<file path="src/rtl/cache_arb_pkg.sv">
// Shared types for the cache fill arbiter: FSM state encoding, requester IDs,
// the read burst length and the round-robin rotation helper.
package cache_arb_pkg;

   localparam int BURST_LEN = 4;

   typedef enum logic [2:0] {
      S_IDLE     = 3'd0,
      S_RD_CMD   = 3'd1,
      S_RD_WAIT  = 3'd2,
      S_RD_BURST = 3'd3,
      S_WR_CMD   = 3'd4
   } state_e;

   typedef enum logic [1:0] {
      REQ_C0 = 2'd0,
      REQ_C1 = 2'd1,
      REQ_WR = 2'd2
   } req_id_e;

   // Rotation order c0 -> c1 -> wr -> c0
   function automatic req_id_e rr_next(input req_id_e id);
      case (id)
         REQ_C0:  rr_next = REQ_C1;
         REQ_C1:  rr_next = REQ_WR;
         default: rr_next = REQ_C0;
      endcase
   endfunction

endpackage

</file>
<file path="src/rtl/rr_arbiter3.sv">
// Three-way round-robin arbiter with internal priority pointer.
// Ports:
//   clk, reset_n  clock, synchronous active-low reset (pointer -> c0)
//   req_i[2:0]    requests: [0] c0, [1] c1, [2] wr
//   advance_i     when high and a grant is given, pointer moves past the winner
//   grant_o[2:0]  one-hot grant (combinational)
//   grant_id_o    encoded ID of the granted requester (REQ_C0 when none)
module rr_arbiter3
   import cache_arb_pkg::*;
(
   input  logic       clk,
   input  logic       reset_n,
   input  logic [2:0] req_i,
   input  logic       advance_i,
   output logic [2:0] grant_o,
   output req_id_e    grant_id_o
);

   req_id_e ptr_q;

   always_comb begin
      grant_o = 3'b000;
      case (ptr_q)
         REQ_C1: begin
            if (req_i[1])      grant_o = 3'b010;
            else if (req_i[2]) grant_o = 3'b100;
            else if (req_i[0]) grant_o = 3'b001;
         end
         REQ_WR: begin
            if (req_i[2])      grant_o = 3'b100;
            else if (req_i[0]) grant_o = 3'b001;
            else if (req_i[1]) grant_o = 3'b010;
         end
         default: begin
            if (req_i[0])      grant_o = 3'b001;
            else if (req_i[1]) grant_o = 3'b010;
            else if (req_i[2]) grant_o = 3'b100;
         end
      endcase
   end

   always_comb begin
      grant_id_o = REQ_C0;
      if (grant_o[1]) grant_id_o = REQ_C1;
      if (grant_o[2]) grant_id_o = REQ_WR;
   end

   always_ff @(posedge clk) begin
      if (!reset_n)
         ptr_q <= REQ_C0;
      else if (advance_i && (grant_o != 3'b000))
         ptr_q <= rr_next(grant_id_o);
   end

endmodule

</file>
<file path="src/rtl/cache_fill_arbiter.sv">
// Shares one SDRAM controller port between two cache fill requesters and the
// CPU write-through path. Reads are issued critical-word-first and the 4-beat
// burst is forwarded onto fill_data_o with a fill pulse on the first word.
//
// state      | meaning
// S_IDLE     | pick next requester round-robin, latch command fields
// S_RD_CMD   | sd_req_o high, sd_we_o low, wait for sd_ack_i
// S_RD_WAIT  | read accepted, wait for first beat
// S_RD_BURST | forward beats 2..4; a missing beat sets burst_err_o
// S_WR_CMD   | sd_req_o high, sd_we_o high, wait for sd_ack_i
//
// Ports: clk/reset_n (sync active-low); cN_req_i/cN_addr_i/cN_fill_o fill
// interface per cache; fill_data_o shared fill word bus; wr_* write path;
// sd_* SDRAM controller command/read port; burst_err_o sticky error.
module cache_fill_arbiter
   import cache_arb_pkg::*;
#(
   parameter int ADDR_W    = 26,
   parameter int BURST_LEN = cache_arb_pkg::BURST_LEN
) (
   input  logic              clk,
   input  logic              reset_n,
   input  logic              c0_req_i,
   input  logic [ADDR_W-1:0] c0_addr_i,
   output logic              c0_fill_o,
   input  logic              c1_req_i,
   input  logic [ADDR_W-1:0] c1_addr_i,
   output logic              c1_fill_o,
   output logic [15:0]       fill_data_o,
   input  logic              wr_req_i,
   input  logic [ADDR_W-1:0] wr_addr_i,
   input  logic [15:0]       wr_data_i,
   input  logic [1:0]        wr_be_n_i,
   output logic              wr_ack_o,
   output logic              sd_req_o,
   output logic              sd_we_o,
   output logic [ADDR_W-1:0] sd_addr_o,
   output logic [15:0]       sd_wdata_o,
   output logic [1:0]        sd_dqm_o,
   input  logic              sd_ack_i,
   input  logic              sd_rvalid_i,
   input  logic [15:0]       sd_rdata_i,
   output logic              burst_err_o
);

   localparam logic [1:0] LAST_BEAT = 2'(BURST_LEN - 1);

   state_e            state_q, state_d;
   req_id_e           gnt_q, gnt_d;
   logic [1:0]        beat_q, beat_d;
   logic [ADDR_W-1:0] sd_addr_q, sd_addr_d;
   logic [15:0]       sd_wdata_q, sd_wdata_d;
   logic [1:0]        sd_dqm_q, sd_dqm_d;
   logic [15:0]       fill_data_q, fill_data_d;
   logic              c0_fill_q, c0_fill_d;
   logic              c1_fill_q, c1_fill_d;
   logic              wr_ack_q, wr_ack_d;
   logic              burst_err_q, burst_err_d;

   logic [2:0]        grant;
   req_id_e           grant_id;
   logic              first_beat;

   rr_arbiter3 u_rr (
      .clk        (clk),
      .reset_n    (reset_n),
      .req_i      ({wr_req_i, c1_req_i, c0_req_i}),
      .advance_i  (state_q == S_IDLE),
      .grant_o    (grant),
      .grant_id_o (grant_id)
   );

   // State and output registers
   always_ff @(posedge clk) begin
      if (!reset_n) begin
         state_q     <= S_IDLE;
         gnt_q       <= REQ_C0;
         beat_q      <= 2'd0;
         sd_addr_q   <= '0;
         sd_wdata_q  <= 16'h0000;
         sd_dqm_q    <= 2'b11;
         fill_data_q <= 16'h0000;
         c0_fill_q   <= 1'b0;
         c1_fill_q   <= 1'b0;
         wr_ack_q    <= 1'b0;
         burst_err_q <= 1'b0;
      end else begin
         state_q     <= state_d;
         gnt_q       <= gnt_d;
         beat_q      <= beat_d;
         sd_addr_q   <= sd_addr_d;
         sd_wdata_q  <= sd_wdata_d;
         sd_dqm_q    <= sd_dqm_d;
         fill_data_q <= fill_data_d;
         c0_fill_q   <= c0_fill_d;
         c1_fill_q   <= c1_fill_d;
         wr_ack_q    <= wr_ack_d;
         burst_err_q <= burst_err_d;
      end
   end

   // Next state
   always_comb begin
      state_d = state_q;
      case (state_q)
         S_IDLE: begin
            if (grant[0] || grant[1]) state_d = S_RD_CMD;
            else if (grant[2])        state_d = S_WR_CMD;
         end
         S_RD_CMD: begin
            // Controller may return the first beat in the accept cycle
            if (sd_ack_i) state_d = sd_rvalid_i ? S_RD_BURST : S_RD_WAIT;
         end
         S_RD_WAIT: begin
            if (sd_rvalid_i) state_d = S_RD_BURST;
         end
         S_RD_BURST: begin
            if (sd_rvalid_i && (beat_q == LAST_BEAT)) state_d = S_IDLE;
         end
         S_WR_CMD: begin
            if (sd_ack_i) state_d = S_IDLE;
         end
         default: state_d = S_IDLE;
      endcase
   end

   // Outputs and datapath next values
   assign first_beat = sd_rvalid_i &&
                       (((state_q == S_RD_CMD) && sd_ack_i) || (state_q == S_RD_WAIT));

   always_comb begin
      sd_req_o    = (state_q == S_RD_CMD) || (state_q == S_WR_CMD);
      sd_we_o     = (state_q == S_WR_CMD);
      gnt_d       = gnt_q;
      beat_d      = beat_q;
      sd_addr_d   = sd_addr_q;
      sd_wdata_d  = sd_wdata_q;
      sd_dqm_d    = sd_dqm_q;
      fill_data_d = fill_data_q;
      c0_fill_d   = 1'b0;
      c1_fill_d   = 1'b0;
      wr_ack_d    = 1'b0;
      burst_err_d = burst_err_q;

      case (state_q)
         S_IDLE: begin
            if (grant != 3'b000) begin
               gnt_d  = grant_id;
               beat_d = 2'd0;
               if (grant[2]) begin
                  sd_addr_d  = {wr_addr_i[ADDR_W-1:1], 1'b0};
                  sd_wdata_d = wr_data_i;
                  sd_dqm_d   = wr_be_n_i;
               end else begin
                  sd_addr_d = grant[1] ? {c1_addr_i[ADDR_W-1:1], 1'b0}
                                       : {c0_addr_i[ADDR_W-1:1], 1'b0};
                  sd_dqm_d  = 2'b00;
               end
            end
            if (sd_rvalid_i) burst_err_d = 1'b1;
         end
         S_RD_CMD: begin
            if (sd_rvalid_i && !sd_ack_i) burst_err_d = 1'b1;
         end
         S_RD_BURST: begin
            if (sd_rvalid_i) begin
               fill_data_d = sd_rdata_i;
               beat_d      = beat_q + 2'd1;   // wraps 3 -> 0 on the last beat
            end else begin
               burst_err_d = 1'b1;
            end
         end
         S_WR_CMD: begin
            if (sd_ack_i)    wr_ack_d    = 1'b1;
            if (sd_rvalid_i) burst_err_d = 1'b1;
         end
         default: ;
      endcase

      if (first_beat) begin
         fill_data_d = sd_rdata_i;
         beat_d      = 2'd1;
         c0_fill_d   = (gnt_q == REQ_C0);
         c1_fill_d   = (gnt_q == REQ_C1);
      end
   end

   assign c0_fill_o   = c0_fill_q;
   assign c1_fill_o   = c1_fill_q;
   assign fill_data_o = fill_data_q;
   assign wr_ack_o    = wr_ack_q;
   assign sd_addr_o   = sd_addr_q;
   assign sd_wdata_o  = sd_wdata_q;
   assign sd_dqm_o    = sd_dqm_q;
   assign burst_err_o = burst_err_q;

endmodule
</file>
<file path="config.mk">
export PLATFORM = sky130hd
export DESIGN_NAME = cache_fill_arbiter
export DESIGN_NICKNAME = d
export VERILOG_FILES = /design/src/rtl/cache_arb_pkg.sv /design/src/rtl/rr_arbiter3.sv /design/src/rtl/cache_fill_arbiter.sv
export SDC_FILE = /design/constraint.sdc
export NUM_CORES = 1
export LEC_CHECK = 0
export CAP_MARGIN = 30
export CORE_ASPECT_RATIO = 0.75
export CORE_MARGIN = 8
export CORE_UTILIZATION = 40
export DETAILED_ROUTE_END_ITERATION = 12
export HOLD_SLACK_MARGIN = 0.05
export PLACE_DENSITY = 0.82
export SETUP_SLACK_MARGIN = 0.3
export SLEW_MARGIN = 30
export SYNTH_ARGS = -nofsm -noshare
export SYNTH_HDL_FRONTEND = slang
export SYNTH_SLANG_ARGS = --single-unit
</file>
<file path="constraint.sdc">
create_clock -name clk -period 2.8 [get_ports clk]
set_input_delay 0.28 -clock clk [delete_from_list [all_inputs] [get_ports clk]]
set_output_delay 0.28 -clock clk [all_outputs]
set_load 0.05 [all_outputs]
</file>
==> impl_metrics.py <==
metrics = {
    "timing": {
        "tightestPinTransition_ns": 0.634,
        "finalHoldViolCount": 0,
        "setup_ws_ns": 0.417,
        "finalSetupTns_ns": 0,
        "rsz0062_at_grt": "true",
        "clock_skew_ns": 0.00724,
        "clock.fmax_mhz": 420,
        "period_needed_ns": 2.38,
        "period_share_pct": 85.1,
        "setup_viol": 0,
        "maxSlewViolCount": 0,
        "relSlewSlack_pct": 57.6,
    },
    "floorplanning": {
        "row_count": 29,
        "fp.dieW_um": 124,
        "start_util_pct": 41.0,
        "io_pins": 185,
        "die-height_um": 96.6,
        "die_area_um2": 11900,
        "coreArea_um2": 8450,
    },
    "worst_setup_path": {
        "path_class": "register to register",
        "cp.arrival_ns": 2.57,
        "critPathCaptureType": "register",
        "cp-start-kind": "register",
        "crit_required_ns": 2.99,
        "cp_max_fo": 25,
    },
    "placement": {
        "port_buffers": 180,
        "dp_hpwl_mm": 8.06,
        "preCtsSetupSlack_ns": 0.202,
        "place_area_um2": 5330,
        "place_congestion": 0.748,
    },
    "synthesis": {
        "seq_area_frac_synth_pct": 41.0,
        "synth_top_area_share_pct": 41.0,
        "synth_seq_cells": 71,
        "synth.distinct_cells": 45,
        "yosysMostFrequentCell": "dfxtp_1",
        "ys.flop_type": "dfxtp_1",
        "ys_warn_count": 0,
        "netlist_instances": 336,
        "synth.cell_area_um2": 3470,
        "synth_edf_count": 0,
        "synth_area_per_cell_um2": 10.3,
        "netlist_top_cells_count": "dfxtp_1 (71), mux2i_1 (60), nor2_1 (38), inv_1 (32), mux2_1 (18)",
        "yosysTopAreaCell": "dfxtp_1",
        "synth_fp_nets": 459,
        "synthArstFlopShare_pct": 0,
        "yosys-top-cells-area": "dfxtp_1 (41%), mux2i_1 (17%), mux2_1 (5.8%), o22ai_2 (4.3%), nor2_1 (4.1%)",
    },
    "clock_network": {
        "root_buffer": "clkbuf_16",
        "htreeDepth": 3,
        "cts_hold_buf": 0,
        "cts_tree": "yes",
        "ctsResizeCount": 0,
        "ctsLongestPathBuffers": 2,
        "cts_buffers": 9,
        "cts_setup_buffers": 0,
        "cts.sinks": 71,
        "path_clk_slew_ns": 0.05,
        "worstSkewPairLatency_ns": 0.33,
    },
    "power_and_ir_drop": {
        "leakagePower_nw": 2.36,
        "power_density_nw_per_um2": 878,
        "power_mw": 4.99,
        "vdd_drop_max_uv": 542,
    },
    "finish": {
        "post-route-util_pct": 67.3,
        "drive_above_1_share_pct": 10.2,
        "antenna_cells": 0,
        "final_area_um2": 5690,
        "finalNetCount": 636,
        "area_growth_syn_to_layout_pct": 64.0,
    },
    "routing": {
        "via_per_inst": 4.93,
        "dr_total_vias": 3089,
        "first_pass_iters": 6,
        "drc": 0,
        "drt_iter0_markers": 176,
        "totalWireLength_mm": 10.5,
        "detail-route-antenna-nets": 0,
        "wl_per_cell_um": 16.8,
    },
    "worst_hold_path": {
        "hp-class": "register to register",
    },
    "global_routing": {
        "grt-ovfl-total": 0,
        "grt_pass1_wl_mm": 16.0,
        "antenna_found_initial": 0,
        "gr-usage-all-layers_pct": 16.7,
        "grt_max_degree": 40,
        "grt_pass1_vias": 3125,
    },
    "flow_run": {
        "drv_cap": 0,
    },
    "run_status": {
        "outcome": "finished clean",
    },
}
[worst max-delay path, cell delays in order (launching register included)]
cell and delay, ns:
dfxtp_1 0.40, inv_1 0.09, ha_1 0.34, nor2b_1 0.19
o211a_4 0.29, or2_4 0.28, o211ai_4 0.15, buf_4 0.35
o22ai_1 0.15
[final timing paths]
path | start | end | slack, ns | depth (start not counted)
worst max-delay path | gnt_q[0] | sd_addr_o[25] | 0.42 | 8
worst min-delay path | gnt_q[1] | c0_fill_o | 0.46 | 1
worst max register to register | gnt_q[0] | sd_addr_o[25] | 0.42 | 8
worst min register to register | gnt_q[1] | c0_fill_o | 0.46 | 1
[final cells by class]
type	count	area (um^2)
repair buffers	186	1870
clock buffers	11	243
well taps	108	135
fillers	704	2770
multi-input cells	213	1810
clock inverters	5	81.3
flip-flops and latches	71	1420
inverters	32	120
[registers in the layout, summed over array words and instances, names as in the netlist]
register and count:
wr_ack_o 1, c1_fill_o 1, burst_err_o 1, gnt_q 2
c0_fill_o 1, u_rr.ptr_q 1, fill_data_o 16, state_q 3
sd_dqm_o 2, sd_wdata_o 16, beat_q 2, sd_addr_o 25
[layer usage]
metal  wire length, um  vias to the layer above  GRT usage, %
li1                  -                     1528             -
met1              4350                     1448          18.8
met2              5250                       99          28.7
met3               715                       14          5.05
met4               195                        0          6.74
met5                 0                        -             0
[cells by family after synthesis]
| group | after synthesis | share of synthesized area (%) |
|---|---|---|
| other | 1 | 0.108 |
| buffers and inverters | 53 | 7.79 |
| flip-flops | 71 | 41.0 |
| AND/OR/NAND/NOR | 68 | 9.89 |
| multiplexers | 85 | 25.4 |
| AO/OA/AOI/OAI | 53 | 14.1 |
| XOR/XNOR | 1 | 0.253 |
| adder cells (fa/ha/maj) | 4 | 1.44 |
[power breakdown]
group	switching (mW)	internal [mW]	leakage [nW]
clock	0.415	0.804	0.156
sequential	0.130	1.24	0.580
combinational	1.44	0.961	1.62
total	1.99	3.00	2.36
[cells in the final DEF (no fill, tap or decap), types with 2 or more instances in the layout]
cell type	netlist	final
a21boi_0	2	2
a21oi_1	6	6
a221o_1	3	3
a2bb2oi_4	1	2
and2_1	2	2
and3_1	2	2
buf_12	0	2
buf_4	6	4
bufinv_16	0	2
clkbuf_16	0	9
clkdlybuf4s50_1	0	180
dfxtp_1	71	71
ha_1	4	4
inv_1	32	32
mux2_1	18	18
mux2_2	7	7
mux2i_1	60	60
nand2_1	5	5
nand2b_1	2	2
nand3_1	2	2
nor2_1	38	38
nor2b_1	3	2
nor3_1	4	3
nor4b_1	2	2
o21a_1	2	2
o21ai_0	6	6
o22ai_1	13	13
o22ai_2	12	12
[stage by stage]
| stage | hold slack [ns] | instances |
|---|---|---|
| 2_1_floorplan | 0.416 | 336 |
| 3_3_place_gp | 0.455 | 609 |
| 3_5_place_dp | 0.452 | 609 |
| 4_1_cts | 0.461 | 625 |
| 5_1_grt | 0.472 | 626 |
| 6_report | 0.464 | 626 |
No activity file was read; power rests on OpenSTA's default activity.
